### src/rtl/cla_pkg.sv
// Shared definitions for the shared carry-lookahead adder slice.
//   DATA_W  : default operand/sum width of the shared adder
//   clog2() : ceiling log2 (minimum 1), used to size requester IDs
//   op_t    : stage-1 operation record {a, b, cin, id}
package cla_pkg;

  localparam int DATA_W = 65;

  // Largest supported requester count; sizes the ID field of op_t.
  localparam int MAX_REQ = 8;

  function automatic int clog2(input int n);
    int r;
    r = 0;
    for (int i = 0; i < 32; i++) begin
      if ((1 << r) < n) r++;
    end
    return (r == 0) ? 1 : r;
  endfunction

  localparam int OP_ID_W = clog2(MAX_REQ);

  typedef struct packed {
    logic [DATA_W-1:0]  a;
    logic [DATA_W-1:0]  b;
    logic               cin;
    logic [OP_ID_W-1:0] id;
  } op_t;

endpackage

### src/rtl/cla65_share_arb_if.sv
// Requester and result handshake bundle for cla65_share_arb.
//   req_valid/req_ready : per-requester operand handshake (ready one-hot or zero)
//   req_a/req_b/req_cin : packed operands, requester i at [i*DATA_W +: DATA_W]
//   res_*               : tagged result with valid/ready
// slave is the arbiter's view, master is the requester/consumer view.
interface cla65_share_arb_if #(
  parameter int NUM_REQ = 4,
  parameter int DATA_W  = 65,
  parameter int ID_W    = 2
);
  logic [NUM_REQ-1:0]        req_valid;
  logic [NUM_REQ-1:0]        req_ready;
  logic [NUM_REQ*DATA_W-1:0] req_a;
  logic [NUM_REQ*DATA_W-1:0] req_b;
  logic [NUM_REQ-1:0]        req_cin;
  logic                      res_valid;
  logic                      res_ready;
  logic [DATA_W-1:0]         res_sum;
  logic                      res_cout;
  logic [ID_W-1:0]           res_id;

  modport slave (
    input  req_valid, req_a, req_b, req_cin, res_ready,
    output req_ready, res_valid, res_sum, res_cout, res_id
  );

  modport master (
    output req_valid, req_a, req_b, req_cin, res_ready,
    input  req_ready, res_valid, res_sum, res_cout, res_id
  );
endinterface

### src/rtl/cla65_share_arb_cla.sv
// Carry-lookahead adder: {cout, sum} = a + b + cin, no clock.
// 4-bit lookahead groups; group generate/propagate chain the group carries.
//   a, b : operands      cin  : carry in
//   sum  : DATA_W bits   cout : carry out of the MSB
module cla65 #(
  parameter int DATA_W = 65
) (
  input  logic [DATA_W-1:0] a,
  input  logic [DATA_W-1:0] b,
  input  logic              cin,
  output logic [DATA_W-1:0] sum,
  output logic              cout
);

  // At least one zero pad bit above the MSB: its sum bit is the carry out.
  localparam int NG = DATA_W / 4 + 1;
  localparam int PW = NG * 4;

  logic [PW-1:0] a_p, b_p, g, p, c_v, s_p;
  logic          c;

  assign a_p = PW'(a);
  assign b_p = PW'(b);
  assign g   = a_p & b_p;
  assign p   = a_p ^ b_p;

  always_comb begin
    c   = cin;
    c_v = '0;
    for (int gi = 0; gi < NG; gi++) begin
      c_v[4*gi]   = c;
      c_v[4*gi+1] = g[4*gi] | (p[4*gi] & c);
      c_v[4*gi+2] = g[4*gi+1] | (p[4*gi+1] & g[4*gi])
                  | (p[4*gi+1] & p[4*gi] & c);
      c_v[4*gi+3] = g[4*gi+2] | (p[4*gi+2] & g[4*gi+1])
                  | (p[4*gi+2] & p[4*gi+1] & g[4*gi])
                  | (p[4*gi+2] & p[4*gi+1] & p[4*gi] & c);
      // Group carry out from group generate/propagate.
      c = (g[4*gi+3] | (p[4*gi+3] & g[4*gi+2])
          | (p[4*gi+3] & p[4*gi+2] & g[4*gi+1])
          | (p[4*gi+3] & p[4*gi+2] & p[4*gi+1] & g[4*gi]))
        | (&p[4*gi +: 4] & c);
    end
  end

  assign s_p  = p ^ c_v;
  assign sum  = s_p[DATA_W-1:0];
  assign cout = s_p[DATA_W];

endmodule

### src/rtl/cla65_share_arb_rr_arb.sv
// Combinational round-robin arbiter.
//   req   : request vector
//   ptr   : index searched first (circular search upward from here)
//   en    : grant allowed this cycle
//   grant : one-hot grant, zero when en=0 or no request
//   idx   : encoded index of the granted requester
//   any   : a grant was issued
module rr_arb #(
  parameter int NUM_REQ = 4,
  parameter int ID_W    = 2
) (
  input  logic [NUM_REQ-1:0] req,
  input  logic [ID_W-1:0]    ptr,
  input  logic               en,
  output logic [NUM_REQ-1:0] grant,
  output logic [ID_W-1:0]    idx,
  output logic               any
);

  int j;

  always_comb begin
    // NOTE: every output gets a default first so no path leaves it unassigned (no latch).
    grant = '0;
    idx   = '0;
    any   = 1'b0;
    j     = 0;
    if (en) begin
      for (int k = 0; k < NUM_REQ; k++) begin
        j = int'(ptr) + k;
        if (j >= NUM_REQ) j = j - NUM_REQ;
        if (!any && req[j]) begin
          any      = 1'b1;
          grant[j] = 1'b1;
          idx      = ID_W'(j);
        end
      end
    end
  end

endmodule

### src/rtl/cla65_share_arb.sv
// Round-robin share of one carry-lookahead adder between NUM_REQ requesters.
// Stage 1 registers the granted operands, stage 2 registers the sum tagged
// with the requester index. Both stages stall under result backpressure.
//   clk   : rising-edge clock
//   rst_n : asynchronous reset, active HIGH despite the name
//   bus   : requester/result handshakes (slave modport)
//   busy  : an operation sits in stage 1 or stage 2
module cla65_share_arb
  import cla_pkg::*;
#(
  parameter int NUM_REQ = 4,
  parameter int DATA_W  = cla_pkg::DATA_W,
  parameter int ID_W    = clog2(NUM_REQ)
) (
  input  logic                    clk,
  input  logic                    rst_n,
  cla65_share_arb_if.slave        bus,
  output logic                    busy
);

  logic              s1_en, s2_en;
  logic              op_valid;
  op_t               op;
  logic [ID_W-1:0]   rr_ptr, ptr_nxt, gnt_idx;
  logic [NUM_REQ-1:0] gnt;
  logic              gnt_any;
  logic [DATA_W-1:0] add_sum;
  logic              add_cout;

  logic              res_valid_q;
  logic [DATA_W-1:0] res_sum_q;
  logic              res_cout_q;
  logic [ID_W-1:0]   res_id_q;

  assign s2_en = !res_valid_q || bus.res_ready;
  assign s1_en = !op_valid || s2_en;

  // Arbitration is masked while reset is asserted so nothing is accepted.
  rr_arb #(.NUM_REQ(NUM_REQ), .ID_W(ID_W)) u_arb (
    .req   (bus.req_valid),
    .ptr   (rr_ptr),
    .en    (s1_en && !rst_n),
    .grant (gnt),
    .idx   (gnt_idx),
    .any   (gnt_any)
  );

  assign bus.req_ready = gnt;
  assign ptr_nxt = (gnt_idx == ID_W'(NUM_REQ - 1)) ? '0 : gnt_idx + 1'b1;

  // NOTE: operand registers carry no reset; op_valid alone qualifies them.
  always_ff @(posedge clk) begin
    if (gnt_any) begin
      op.a   <= bus.req_a[gnt_idx*DATA_W +: DATA_W];
      op.b   <= bus.req_b[gnt_idx*DATA_W +: DATA_W];
      op.cin <= bus.req_cin[gnt_idx];
      op.id  <= OP_ID_W'(gnt_idx);
    end
  end

  cla65 #(.DATA_W(DATA_W)) u_add (
    .a    (op.a),
    .b    (op.b),
    .cin  (op.cin),
    .sum  (add_sum),
    .cout (add_cout)
  );

  // NOTE: non-blocking assignments so stage 2 samples stage 1's old content
  // in the same edge that stage 1 loads the new grant.
  always_ff @(posedge clk or posedge rst_n) begin
    if (rst_n) begin
      op_valid    <= 1'b0;
      rr_ptr      <= '0;
      res_valid_q <= 1'b0;
      res_sum_q   <= '0;
      res_cout_q  <= 1'b0;
      res_id_q    <= '0;
    end else begin
      if (s1_en) begin
        op_valid <= gnt_any;
        if (gnt_any) rr_ptr <= ptr_nxt;
      end
      if (s2_en) begin
        res_valid_q <= op_valid;
        res_sum_q   <= add_sum;
        res_cout_q  <= add_cout;
        res_id_q    <= ID_W'(op.id);
      end
    end
  end

  assign bus.res_valid = res_valid_q;
  assign bus.res_sum   = res_sum_q;
  assign bus.res_cout  = res_cout_q;
  assign bus.res_id    = res_id_q;
  assign busy          = op_valid || res_valid_q;

endmodule

### src/flat_wrapper.sv
// flat-port wrapper written by rule: the top's interface ports become plain ports
module cla65_share_arb_flat import cla_pkg::*;
#(
  parameter int NUM_REQ = 4,
  parameter int DATA_W  = cla_pkg::DATA_W,
  parameter int ID_W    = clog2(NUM_REQ)
)
  (clk, rst_n, busy, bus_req_valid, bus_req_a, bus_req_b, bus_req_cin, bus_res_ready, bus_req_ready, bus_res_valid, bus_res_sum, bus_res_cout, bus_res_id);
  cla65_share_arb_if #(.NUM_REQ(NUM_REQ), .DATA_W(DATA_W), .ID_W(ID_W)) bus_i ();
  input  logic clk;
  input  logic rst_n;
  output logic busy;
  input wire logic [$bits(bus_i.req_valid)-1:0] bus_req_valid;
  input wire logic [$bits(bus_i.req_a)-1:0] bus_req_a;
  input wire logic [$bits(bus_i.req_b)-1:0] bus_req_b;
  input wire logic [$bits(bus_i.req_cin)-1:0] bus_req_cin;
  input wire logic [$bits(bus_i.res_ready)-1:0] bus_res_ready;
  output wire logic [$bits(bus_i.req_ready)-1:0] bus_req_ready;
  output wire logic [$bits(bus_i.res_valid)-1:0] bus_res_valid;
  output wire logic [$bits(bus_i.res_sum)-1:0] bus_res_sum;
  output wire logic [$bits(bus_i.res_cout)-1:0] bus_res_cout;
  output wire logic [$bits(bus_i.res_id)-1:0] bus_res_id;
  assign bus_i.req_valid = bus_req_valid;
  assign bus_i.req_a = bus_req_a;
  assign bus_i.req_b = bus_req_b;
  assign bus_i.req_cin = bus_req_cin;
  assign bus_i.res_ready = bus_res_ready;
  assign bus_req_ready = bus_i.req_ready;
  assign bus_res_valid = bus_i.res_valid;
  assign bus_res_sum = bus_i.res_sum;
  assign bus_res_cout = bus_i.res_cout;
  assign bus_res_id = bus_i.res_id;
  cla65_share_arb #(.NUM_REQ(NUM_REQ), .DATA_W(DATA_W), .ID_W(ID_W)) u_core (.clk(clk), .rst_n(rst_n), .bus(bus_i), .busy(busy));
endmodule
### config.mk
export PLATFORM = sky130hd
export DESIGN_NAME = cla65_share_arb_flat
export DESIGN_NICKNAME = d
export VERILOG_FILES = /design/src/rtl/cla_pkg.sv /design/src/rtl/cla65_share_arb_if.sv /design/src/rtl/cla65_share_arb_cla.sv /design/src/rtl/cla65_share_arb_rr_arb.sv /design/src/rtl/cla65_share_arb.sv /design/src/flat_wrapper.sv
export SDC_FILE = /design/constraint.sdc
export NUM_CORES = 1
export LEC_CHECK = 0
export ABC_CLOCK_PERIOD_IN_PS = 11900
export CAP_MARGIN = 20
export CORE_AREA = 3 3 233 235
export DETAILED_ROUTE_END_ITERATION = 12
export DIE_AREA = 0 0 236 238
export SYNTH_ARGS = -nofsm -noshare
export SYNTH_HDL_FRONTEND = slang
export SYNTH_HIERARCHICAL = 1
export SYNTH_SLANG_ARGS = --single-unit
### constraint.sdc
create_clock -name clk -period 11.9 [get_ports clk]
set_clock_uncertainty 0.1 [all_clocks]
set_input_delay 2.38 -clock clk [delete_from_list [all_inputs] [get_ports clk]]
set_output_delay 2.38 -clock clk [all_outputs]
set_load 0.02 [all_outputs]
Word-level counts from Yosys, hierarchy flattened
Index checks and enable logic that the tools add are counted.
{"block": "op_classes", "n_addsub": 8, "multipliers": 1, "magnitude_cmp": 13, "eq_ne": 1, "shift": 2, "n_mux": 52, "bitwise_logic": 408, "reduce_logical": 34}
{"cell": "$shiftx 260x10->65", "count": 2}
{"cell": "$mux 32", "count": 8}
{"cell": "$and 1x1->1", "count": 241}
{"cell": "$or 1x1->1", "count": 161}
{"cell": "$ge 32x1->1 const B", "count": 4}
{"cell": "$lt 32x4->1 const B", "count": 4}
{"cell": "$xor 65x66->66", "count": 1}
{"cell": "$and 65x65->65", "count": 1}
{"cell": "$xor 65x65->65", "count": 1}
{"cell": "$reduce_and 4->1", "count": 16}
{"cell": "$mux 4", "count": 8}
{"cell": "$mux 1", "count": 21}
{"cell": "$mux 2", "count": 6}
{"cell": "$or 4x4->4", "count": 3}
{"cell": "$sub 3x3->4 const B", "count": 3}
{"cell": "$bmux 1 s2", "count": 5}
{"cell": "$ge 3x3->1 const B", "count": 3}
{"cell": "$mul 2x7->9 const B", "count": 1}
{"cell": "$demux 1 s2", "count": 4}
{"cell": "$logic_and 1x1->1", "count": 8}
{"cell": "$add 2x2->3 const B", "count": 2}
{"cell": "$logic_not 1->1", "count": 6}
{"cell": "$sub 2x3->4 const B", "count": 1}
{"cell": "$add 2x1->3 const B", "count": 1}
{"cell": "other kinds (6)", "count": 8}
{"block": "totals", "reg_bits": 205, "input_bits": 531, "out_inout_bits": 74, "elab_cells": 529}

Logic depth before layout (Yosys ltp)
Gate-level depths: netlist of the first run.
{"block": "logic_depth", "depth_word": 39, "mapped_depth": 14, "ltp_nobuf": 14}

Hierarchy
Netlist of the first run, hierarchy kept.
{"mod": "cla65_share_arb", "instances": 1, "cells_each": 599, "area_per_inst_um2": 9873.2, "seq_area_each_um2": 5795.6}
{"mod": "cla65", "instances": 1, "cells_each": 359, "area_per_inst_um2": 2901.5, "seq_area_each_um2": 0.0}
{"mod": "rr_arb", "instances": 1, "cells_each": 49, "area_per_inst_um2": 439.2, "seq_area_each_um2": 0.0}

Worst setup path after synthesis of the first run
No wires, ideal clock.
{"block": "synth_timing", "path_kind": "in2reg", "from": "in bus_res_ready", "to": "reg u_core.rr_ptr[0]", "arrival_time_ns": 10.262, "required_time_ns": 11.670, "slack_ns": 1.409, "path_stages": 8, "cell_sequence": "nor2b_1 clkbuf_1 buf_2 a21oi_1 inv_1 nor2_1 o21ai_0 mux2_2"}
{"block": "synth_via", "word_cells_on_any_way": 9, "classes_between": "add/sub (1); eq/ne (1); mux (3); reduce/logical (4)"}
{"element": "start, declared", "line_no": "flat_wrapper.sv:17", "rtl": "input wire logic [$bits(bus_i.res_ready)-1:0] bus_res_ready;"}
{"element": "$logic_or 1x1->1", "line_no": "cla65_share_arb.sv:35", "rtl": "assign s2_en = !res_valid_q || bus.res_ready;"}
{"element": "$logic_or 1x1->1", "line_no": "cla65_share_arb.sv:36", "rtl": "assign s1_en = !op_valid || s2_en;"}
{"element": "$logic_and 1x1->1", "line_no": "cla65_share_arb.sv:42", "rtl": ".en (s1_en && !rst_n),"}
{"element": "$mux 1", "line_no": "cla65_share_arb_rr_arb.sv:28", "rtl": "if (en) begin"}
{"element": "net u_core.gnt_any", "line_no": "cla65_share_arb.sv:26", "rtl": "logic gnt_any;"}
{"element": "$reduce_and 2->1 (no source line)"}
{"element": "end signal, assigned", "line_no": "cla65_share_arb.sv:82", "rtl": "if (gnt_any) rr_ptr <= ptr_nxt;"}
{"element": "end, declared", "line_no": "cla65_share_arb.sv:24", "rtl": "logic [ID_W-1:0] rr_ptr, ptr_nxt, gnt_idx;"}
The timed path passes the listed nets, and every way through them passes these cells.
A chain may end at the register's enable or synchronous reset.

Final worst setup path of the first run
{"block": "layout_timing", "from": "in bus_res_ready", "to": "out bus_req_ready[3]"}
{"block": "layout_via", "elab_chain_len": 4}
{"element": "$logic_or 1x1->1", "line_no": "cla65_share_arb.sv:35"}
{"element": "$logic_or 1x1->1", "line_no": "cla65_share_arb.sv:36"}
{"element": "$logic_and 1x1->1", "line_no": "cla65_share_arb.sv:42"}
{"element": "$mux 4", "line_no": "cla65_share_arb_rr_arb.sv:28"}
{"element": "end, declared", "line_no": "flat_wrapper.sv:18", "rtl": "output wire logic [$bits(bus_i.req_ready)-1:0] bus_req_ready;"}
Every way passes these cells.

==> results of run 1 <==
## cell usage in the layout (no fill, tap or decap), types with 4 or more instances in the layout
cell and instances:
o21bai_1 4, a31oi_1 5, buf_4 12, o21ai_1 4
nand2_1 231, o21a_1 4, and3_1 4, a221oi_1 6
edfxtp_1 133, nor3_1 9, nand3_1 11, nand4_1 10
dfrtp_1 72, ha_1 69, or2_2 4, nor2b_1 5
clkbuf_16 27, inv_1 31, nand2b_1 5, a21oi_1 35
clkdlybuf4s50_1 604, o2bb2ai_1 4, clkbuf_1 5, mux4_2 134
xnor2_1 18, fa_1 17, xor2_1 24, nor2_1 26
clkinv_2 8, o21ai_0 16, a21o_1 22
## through the flow
| stage | std cells | utilization (%) | total power (µW) | hold slack, ns | setup slack, ns |
|---|---|---|---|---|---|
| floorplan | 1007 | - | 3020 | 0.322 | 1.41 |
| global placement | 2263 | 38.1 | 3850 | 0.333 | 4.39 |
| detailed placement | 2263 | 38.1 | 3890 | 0.342 | 4.33 |
| CTS | 2313 | 39.7 | 4730 | 0.357 | 4.32 |
| global route | 2314 | 39.7 | 5020 | 0.390 | 4.15 |
| finish | 2314 | 39.7 | 4670 | 0.351 | 4.28 |
## Yosys cell counts (17+ instances only)
cell,instances
nand2_1,231
mux4_2,134
edfxtp_1,133
dfrtp_1,72
ha_1,69
a21oi_1,36
inv_1,32
nor2_1,27
xor2_1,24
a21o_1,22
buf_2,19
xnor2_1,18
clkbuf_1,17
fa_1,17
## power breakdown
| group | total, µW | leakage (µW) | switching [µW] | internal [µW] |
|---|---|---|---|---|
| logic | 2540 | 0.00539 | 1310 | 1240 |
| registers | 1320 | 0.00214 | 181 | 1140 |
| clock network | 803 | 0.000434 | 325 | 478 |
## sequential cells by signal (all words and copies together), names as in the netlist
register,flops
u_core/bus.res_sum,65
u_core/bus.res_valid,1
u_core/op_valid,1
u_core/bus.res_cout,1
u_core/bus.res_id,2
u_core/rr_ptr,2
u_core/op,133
## cells by family (layout without fill, tap and decap cells)
kind of cell | count (synthesis) | count (layout) | synth area share [%]
DFF | 205 | 205 | 43.9
buffers and inverters | 80 | 698 | 3.11
other | 0 | 1 | 0
and+or+nand+nor | 319 | 319 | 10.3
AOI/OAI and AO/OA | 134 | 134 | 7.32
xor gates and xnor gates | 42 | 42 | 2.78
adders and majority gates | 86 | 86 | 9.11
muxes | 141 | 141 | 23.5
## worst max-delay path by stage
| stage | from | to | slack [ns] | cells past startpoint |
|---|---|---|---|---|
| finish | bus_res_ready | bus_req_ready[3] | 4.28 | 7 |
| global route | bus_res_ready | bus_req_ready[3] | 4.15 | 7 |
| CTS | bus_res_ready | bus_req_ready[1] | 4.32 | 7 |
| detailed placement | bus_res_ready | bus_req_ready[1] | 4.33 | 7 |
| global placement | bus_res_ready | bus_req_ready[1] | 4.39 | 7 |
| floorplan | bus_res_ready | u_core/rr_ptr[0]$_DFFE_PP0P_ | 1.41 | 8 |
## final cells by class
cell class | count | share of cell area [%]
timing repair buffer | 616 | 29.4
sequential | 205 | 27.8
multi-input combinational | 722 | 33.8
tap | 688 | 4.13
inverter | 32 | 0.582
antenna | 1 | 0.0120
clock inverter | 15 | 0.636
clock buffer | 35 | 3.53
## layer usage
metal	vias to the layer above	routed length (µm)	share of wire (%)	GRT usage, %
met5	-	19	0.039	0
met4	4	970	2.0	3.34
met3	50	3630	7.4	4.25
met2	433	24700	50	29.5
met1	5396	20000	40	21.2
li1	5045	-	-	-
## critical path: stages
cell	delay (ns)
clkdlybuf4s50_1	0.54
nor2b_4	0.05
buf_4	0.38
a21oi_1	0.63
and3_1	0.35
o2bb2ai_1	0.15
clkdlybuf4s50_1	0.63
==> flow_summary.json, run 1 <==
{
  "power_density_mw_per_mm2": 224,
  "grt_pass1_vias": 11600,
  "cts_tree": "built",
  "hold_class": "reg -> reg",
  "fin_crit_sh_pct": 64.0,
  "syn_avg_cell_area_um2": 13.1,
  "fmax_mhz": 131,
  "ys_seq_elements": 205,
  "clk_latency_ns": 0.56,
  "ys_dominant_reg_cell": "edfxtp_1",
  "synth-edff-count": 133,
  "grt_start_max_net_pins": 71,
  "die_w_um": 236,
  "synthCells": 1007,
  "final.setup.tns_ns": 0,
  "initial_utilization_pct": 25.2,
  "period_needed_ns": 7.62,
  "r2r_slack_ns": 6.95,
  "cts.clk_slew.worst_paths_ns": 0.05,
  "crit_arrival_ns": 5.14,
  "clock_path_buffers": 3,
  "max_slew_margin_pct": 36.0,
  "nFillCells": 4950,
  "yosys_warnings": 6,
  "setup_viol": 0,
  "worstSetupPathType": "in -> out",
  "antenna_found_initial": 7,
  "r2r_start": "u_core/rr_ptr[0]$_DFFE_PP0P_",
  "gp_congestion": 0.916,
  "die-height_um": 238,
  "grt_usage_pct": 16.8,
  "endpoint_kind": "output port",
  "coreArea_mm2": 0.0524,
  "yosysTopAreaCell": "edfxtp_1",
  "synth_cell_types": 64,
  "crit_required_ns": 9.42,
  "numPortBuffers": 604,
  "outcome": "finished, final reports clean",
  "final_hold_viol_count": 0,
  "drcViolationCount": 0,
  "cp-start-kind": "input pin",
  "io_pins": 605,
  "cts_root_buffer": "clkbuf_16",
  "area_delta_synth_final_pct": 57.7,
  "ir_drop_v": 0.000135,
  "rows": 84,
  "place_area_mm2": 0.0200,
  "regArea_mm2": 0.00580,
  "cts.htree.levels": 1,
  "clock-sinks": 205,
  "drv_cap": 0,
  "vias_per_cell": 4.72,
  "ys_seq_area_share_pct": 43.9,
  "yosys-top-cells-area": "edfxtp_1 (30%), mux4_2 (23%), dfrtp_1 (14%)",
  "hpwlAfterDp_um": 40300,
  "grt_pass1_wl_um": 72400,
  "drv_slew": 0,
  "fin_area_mm2": 0.0208,
  "dr.pass1.iters": 6,
  "async_flop_share_pct": 35.1,
  "ff2ff_path_depth": 9,
  "antenna_left": 0,
  "multi_input_comb_area_mm2": 0.00705,
  "layout-drive-gt1-share_pct": 13.2,
  "routed_wl_um": 49300,
  "drtIter0Drc": 626,
  "hold_depth": 2,
  "rsz0062_at_grt": "false",
  "numCtsBuffers": 27,
  "cp_max_fo": 70,
  "syn_area_mm2": 0.0132,
  "min_from": "u_core/op[1]$_DFFE_PP_",
  "cts-hold-fix-buffers": 0,
  "dr_total_vias": 10900,
  "post_cts_buffers": 0,
  "postCtsResizedCells": 0,
  "power_leakage_uw": 0.00797,
  "worst_pin_slew_ns": 0.960,
  "syn-num-nets": 1624,
  "nets": 2221,
  "wl_per_cell_um": 21.3,
  "synth_top_area_share_pct": 30.2,
  "rr_endpoint": "u_core/op[20]$_DFFE_PP_",
  "whs_endpoint": "u_core/bus.res_id[1]$_DFFE_PP0P_",
  "floorplan.die_area_mm2": 0.0562,
  "grt-ovfl-total": 0
}
Power figures use the tool's default switching activity.
==> run 2: changes to the inputs <==
ABC_CLOCK_PERIOD_IN_PS = 6200   (was 11900)
CORE_AREA = 3 3 238 240   (was 3 3 233 235)
DIE_AREA = 0 0 241 243   (was 0 0 236 238)
clock period = 6.2 ns   (was 11.9 ns; I/O delays follow)
==> flow_summary.json, run 2 (synthesis results as in run 1) <==
{
  "hold_class": "reg -> reg",
  "numCtsBuffers": 28,
  "initial_utilization_pct": 24.1,
  "largest_register_ffs": 133,
  "coreArea_mm2": 0.0549,
  "critical_path.startpoint": "u_core/rr_ptr[0]$_DFFE_PP0P_",
  "wl_per_cell_um": 22.2,
  "area_delta_synth_final_pct": 58.1,
  "final_hold_viol_count": 0,
  "die_w_um": 241,
  "routed_wl_um": 51600,
  "nets": 2218,
  "setup_viol": 0,
  "drtIter0Drc": 568,
  "clk_latency_ns": 0.57,
  "vias_per_cell": 4.70,
  "drcViolationCount": 0,
  "endpoint_kind": "output port",
  "dp_slack_ns": 1.25,
  "drv_slew": 0,
  "power_density_mw_per_mm2": 431,
  "die-height_um": 243,
  "grt-ovfl-total": 0,
  "r2r_start": "u_core/op[114]$_DFFE_PP_",
  "regMostFlops": "u_core/op",
  "hpwlAfterDp_um": 42100,
  "ir_drop_v": 0.000399,
  "clock-sinks": 205,
  "cts_tree": "built",
  "grt_pass1_wl_um": 73600,
  "antenna_found_initial": 4,
  "dr_total_vias": 10900,
  "post_cts_buffers": 0,
  "fin_crit_sh_pct": 81.9,
  "worstSetupPathType": "reg -> out",
  "floorplan.die_area_mm2": 0.0586,
  "grt_pass1_vias": 11500,
  "dr.pass1.iters": 5,
  "cts.htree.levels": 1,
  "drv_cap": 0,
  "power_leakage_uw": 0.00795,
  "place_area_mm2": 0.0200,
  "crit_arrival_ns": 3.74,
  "rsz0062_at_grt": "false",
  "period_needed_ns": 5.08,
  "clock_path_buffers": 3,
  "fmax_mhz": 197,
  "cp_max_fo": 16,
  "rows": 86,
  "gp_congestion": 0.866,
  "outcome": "finished, final reports clean",
  "cts_root_buffer": "clkbuf_16",
  "grt_start_max_net_pins": 77,
  "worst_pin_slew_ns": 1.09,
  "postCtsResizedCells": 0,
  "crit_required_ns": 4.86,
  "numPortBuffers": 604,
  "mostFrequentLayoutCell": "clkdlybuf4s50_1",
  "cp-start-kind": "register",
  "fin_ws_ns": 1.12,
  "layout-drive-gt1-share_pct": 12.9,
  "max_slew_margin_pct": 27.3,
  "grt_usage_pct": 16.9,
  "fin_area_mm2": 0.0209,
  "most-common-layout-cells": "clkdlybuf4s50_1 (604), nand2_1 (231), mux4_2 (134)",
  "antenna_left": 0,
  "cts.clk_slew.worst_paths_ns": 0.06,
  "final.setup.tns_ns": 0,
  "cts-hold-fix-buffers": 0,
  "io_pins": 605,
  "min_from": "u_core/op[0]$_DFFE_PP_"
}
[run 2: cell types whose count changed in the layout (fill, tap and decap cells not counted)]
cell	previous run	this run
diode_2	1	2
clkinv_8	0	1
clkbuf_1	5	8
inv_6	2	0
clkinv_4	1	0
clkinvlp_4	0	2
buf_12	0	5
clkinv_2	8	6
bufinv_16	2	1
buf_4	12	3
clkbuf_16	27	28
[run 2: final cells by class]
class / instances / area, µm²
diodes: 2 / 5.00
clock buffers: 39 / 772
flip-flops and latches: 205 / 5800
repair buffers: 612 / 6170
well taps: 704 / 881
fillers: 5286 / 34000
clock inverters: 12 / 97.6
multi-input cells: 722 / 7050
inverters: 32 / 121
[run 2: critical path, stage by stage (launching register included)]
cell             delay, ns
dfrtp_1               0.73
inv_1                 0.15
ha_1                  0.42
mux4_2                0.64
nor2_2                0.20
and3_1                0.26
o2bb2ai_1             0.16
clkdlybuf4s50_1       0.64
[run 2: path summary, 6_finish.rpt]
kind,endpoint,slack [ns],cells past startpoint
min in group asynchronous,u_core/bus.res_sum[39]$_DFFE_PP0P_,1.06,2
max in group asynchronous,u_core/bus.res_sum[2]$_DFFE_PP0P_,3.90,3
worst min-delay path,u_core/bus.res_id[0]$_DFFE_PP0P_,0.35,2
worst max register to register,u_core/bus.res_sum[64]$_DFFE_PP0P_,1.98,14
worst min register to register,u_core/bus.res_id[0]$_DFFE_PP0P_,0.35,2
worst max-delay path,bus_req_ready[2],1.12,7
[run 2: routing by layer]
metal / track usage, % / up-vias / routed length (µm)
li1: - / 5028 / -
met1: 21.3 / 5440 / 21100
met2: 29.9 / 423 / 26100
met3: 3.28 / 53 / 3490
met4: 3.60 / 2 / 975
met5: 0 / - / 13
[run 2: metrics by stage]
| step | hold WS, ns | instances | power [µW] | util [%] |
|---|---|---|---|---|
| 2_1_floorplan | 0.322 | 1007 | 5780 | - |
| 3_3_place_gp | 0.327 | 2275 | 7450 | 36.5 |
| 3_5_place_dp | 0.334 | 2275 | 7540 | 36.5 |
| 4_1_cts | 0.351 | 2326 | 9150 | 38.1 |
| 5_1_grt | 0.377 | 2328 | 9660 | 38.1 |
| 6_report | 0.349 | 2328 | 9010 | 38.1 |
[run 2: power breakdown]
group	switching, µW	internal, µW	total [µW]	leakage, µW
combinational	2520	2390	4910	0.00539
sequential	377	2190	2560	0.00214
clock	632	905	1540	0.000422
==> run 3: changes to the inputs <==
ABC_CLOCK_PERIOD_IN_PS = 5200   (was 6200)
CORE_AREA = 3 3 233 235   (was 3 3 238 240)
DIE_AREA = 0 0 236 238   (was 0 0 241 243)
clock period = 5.2 ns   (was 6.2 ns; I/O delays follow)
==> flow_summary.json, run 3 (synthesis results as in run 1) <==
{
  "outcome": "finished, final reports clean",
  "cts.clk_slew.worst_paths_ns": 0.06,
  "routed_wl_um": 48900,
  "drcViolationCount": 0,
  "vias_per_cell": 4.70,
  "area_delta_synth_final_pct": 58.8,
  "drv_slew": 0,
  "clk_latency_ns": 0.55,
  "antenna_found_initial": 7,
  "crit_required_ns": 4.06,
  "endpoint_kind": "output port",
  "antenna_left": 0,
  "setup_viol": 0,
  "final.setup.tns_ns": 0,
  "drtIter0Drc": 632,
  "path_cells": "inv_1 > ha_1 > mux4_2 > nor2_2 > and3_1 > o2bb2ai_1 > clkdlybuf4s50_1",
  "power_leakage_uw": 0.00801,
  "grt-ovfl-total": 0,
  "mostFrequentLayoutCell": "clkdlybuf4s50_1",
  "grt_pass1_vias": 11600,
  "nets": 2223,
  "largest_register_ffs": 133,
  "clock-sinks": 205,
  "crit_arrival_ns": 3.75,
  "cts-hold-fix-buffers": 0,
  "most-common-layout-cells": "clkdlybuf4s50_1 (604), nand2_1 (231), mux4_2 (134)",
  "coreArea_mm2": 0.0524,
  "io_pins": 605,
  "regMostFlops": "u_core/op",
  "fin_crit_sh_pct": 94.1,
  "post_cts_buffers": 0,
  "hold_class": "reg -> reg",
  "floorplan.die_area_mm2": 0.0562,
  "worstSetupPathType": "reg -> out",
  "worst_pin_slew_ns": 0.889,
  "clock_path_buffers": 3,
  "cp_max_fo": 16,
  "max_slew_margin_pct": 40.1,
  "die_w_um": 236,
  "grt_pass1_wl_um": 71400,
  "critical-path-max-stage-delay_ns": 0.73,
  "layout-drive-gt1-share_pct": 13.2,
  "numPortBuffers": 604,
  "grt_start_max_net_pins": 79,
  "regArea_mm2": 0.00580,
  "dr.pass1.iters": 5,
  "drv_cap": 0,
  "initial_utilization_pct": 25.2,
  "final_hold_viol_count": 0,
  "numCtsBuffers": 28,
  "gp_congestion": 0.859,
  "hpwlAfterDp_um": 39800,
  "power_uw": 10800,
  "wl_per_cell_um": 21.1,
  "nFillCells": 4987,
  "dr_total_vias": 10900,
  "die-height_um": 238,
  "cp_slowest_cell": "dfrtp_1",
  "cts.htree.levels": 1,
  "period_needed_ns": 4.89,
  "cts_tree": "built",
  "grt_usage_pct": 16.7,
  "ir_drop_v": 0.000274,
  "cp_top_family": "buffers and inverters",
  "cp-start-kind": "register",
  "power_density_mw_per_mm2": 515,
  "postCtsResizedCells": 0,
  "rsz0062_at_grt": "false",
  "critPathBufInv": 2,
  "cts_root_buffer": "clkbuf_16",
  "multi_input_comb_area_mm2": 0.00705,
  "fmax_mhz": 204,
  "rows": 84
}
-- run 3: tightest hold or removal path, cell delays in order, from the launching register on --
cell      delay [ns]
edfxtp_1        0.32
nand2_1         0.05
nand2_1         0.05
-- run 3: metal layers --
layer	part of all wire (%)	wire (µm)	vias to the layer above	track usage [%]
met5	0.13	63	-	0
met3	7.1	3490	63	4.25
met4	2.6	1270	10	4.17
li1	-	-	5054	-
met1	40	19800	5354	20.7
met2	50	24300	398	29.2
-- run 3: layout make-up --
class                      count  area share (%)
multi-input combinational    722            33.6
timing repair buffer         617            29.7
sequential                   205            27.6
tap                          688            4.10
clock buffer                  43            4.05
inverter                      32           0.578
clock inverter                 8           0.310
antenna                        2          0.0239
-- run 3: power breakdown --
| part | leakage [µW] | internal (µW) | total (µW) | switching [µW] |
|---|---|---|---|---|
| Sequential | 0.00214 | 2600 | 3010 | 402 |
| Clock | 0.000448 | 1160 | 1900 | 736 |
| Combinational | 0.00542 | 2880 | 5900 | 3020 |
-- run 3: final timing paths --
| path | startpoint | cells past startpoint | endpoint | slack [ns] |
|---|---|---|---|---|
| worst max register to register | u_core/rr_ptr[0]$_DFFE_PP0P_ | 9 | u_core/op[18]$_DFFE_PP_ | 1.00 |
| worst min register to register | u_core/op[0]$_DFFE_PP_ | 2 | u_core/bus.res_id[0]$_DFFE_PP0P_ | 0.35 |
| worst min-delay path | u_core/op[0]$_DFFE_PP_ | 2 | u_core/bus.res_id[0]$_DFFE_PP0P_ | 0.35 |
| worst max-delay path | u_core/rr_ptr[0]$_DFFE_PP0P_ | 7 | bus_req_ready[3] | 0.31 |
| min in group asynchronous | rst_n | 2 | u_core/bus.res_sum[40]$_DFFE_PP0P_ | 0.88 |
| max in group asynchronous | rst_n | 3 | u_core/bus.res_sum[14]$_DFFE_PP0P_ | 3.12 |
-- run 3: through the flow --
| step | cells | util, % | instance area (µm²) | hold slack (ns) | worst slack (ns) |
|---|---|---|---|---|---|
| finish | 2317 | 40.0 | 21000 | 0.346 | 0.306 |
| global route | 2317 | 40.0 | 21000 | 0.392 | 0.140 |
| CTS | 2315 | 40.0 | 21000 | 0.351 | 0.281 |
| detailed placement | 2264 | 38.3 | 20100 | 0.338 | 0.648 |
| global placement | 2264 | 38.3 | 20100 | 0.326 | 0.692 |
| floorplan | 1007 | - | 13200 | 0.322 | 0.337 |
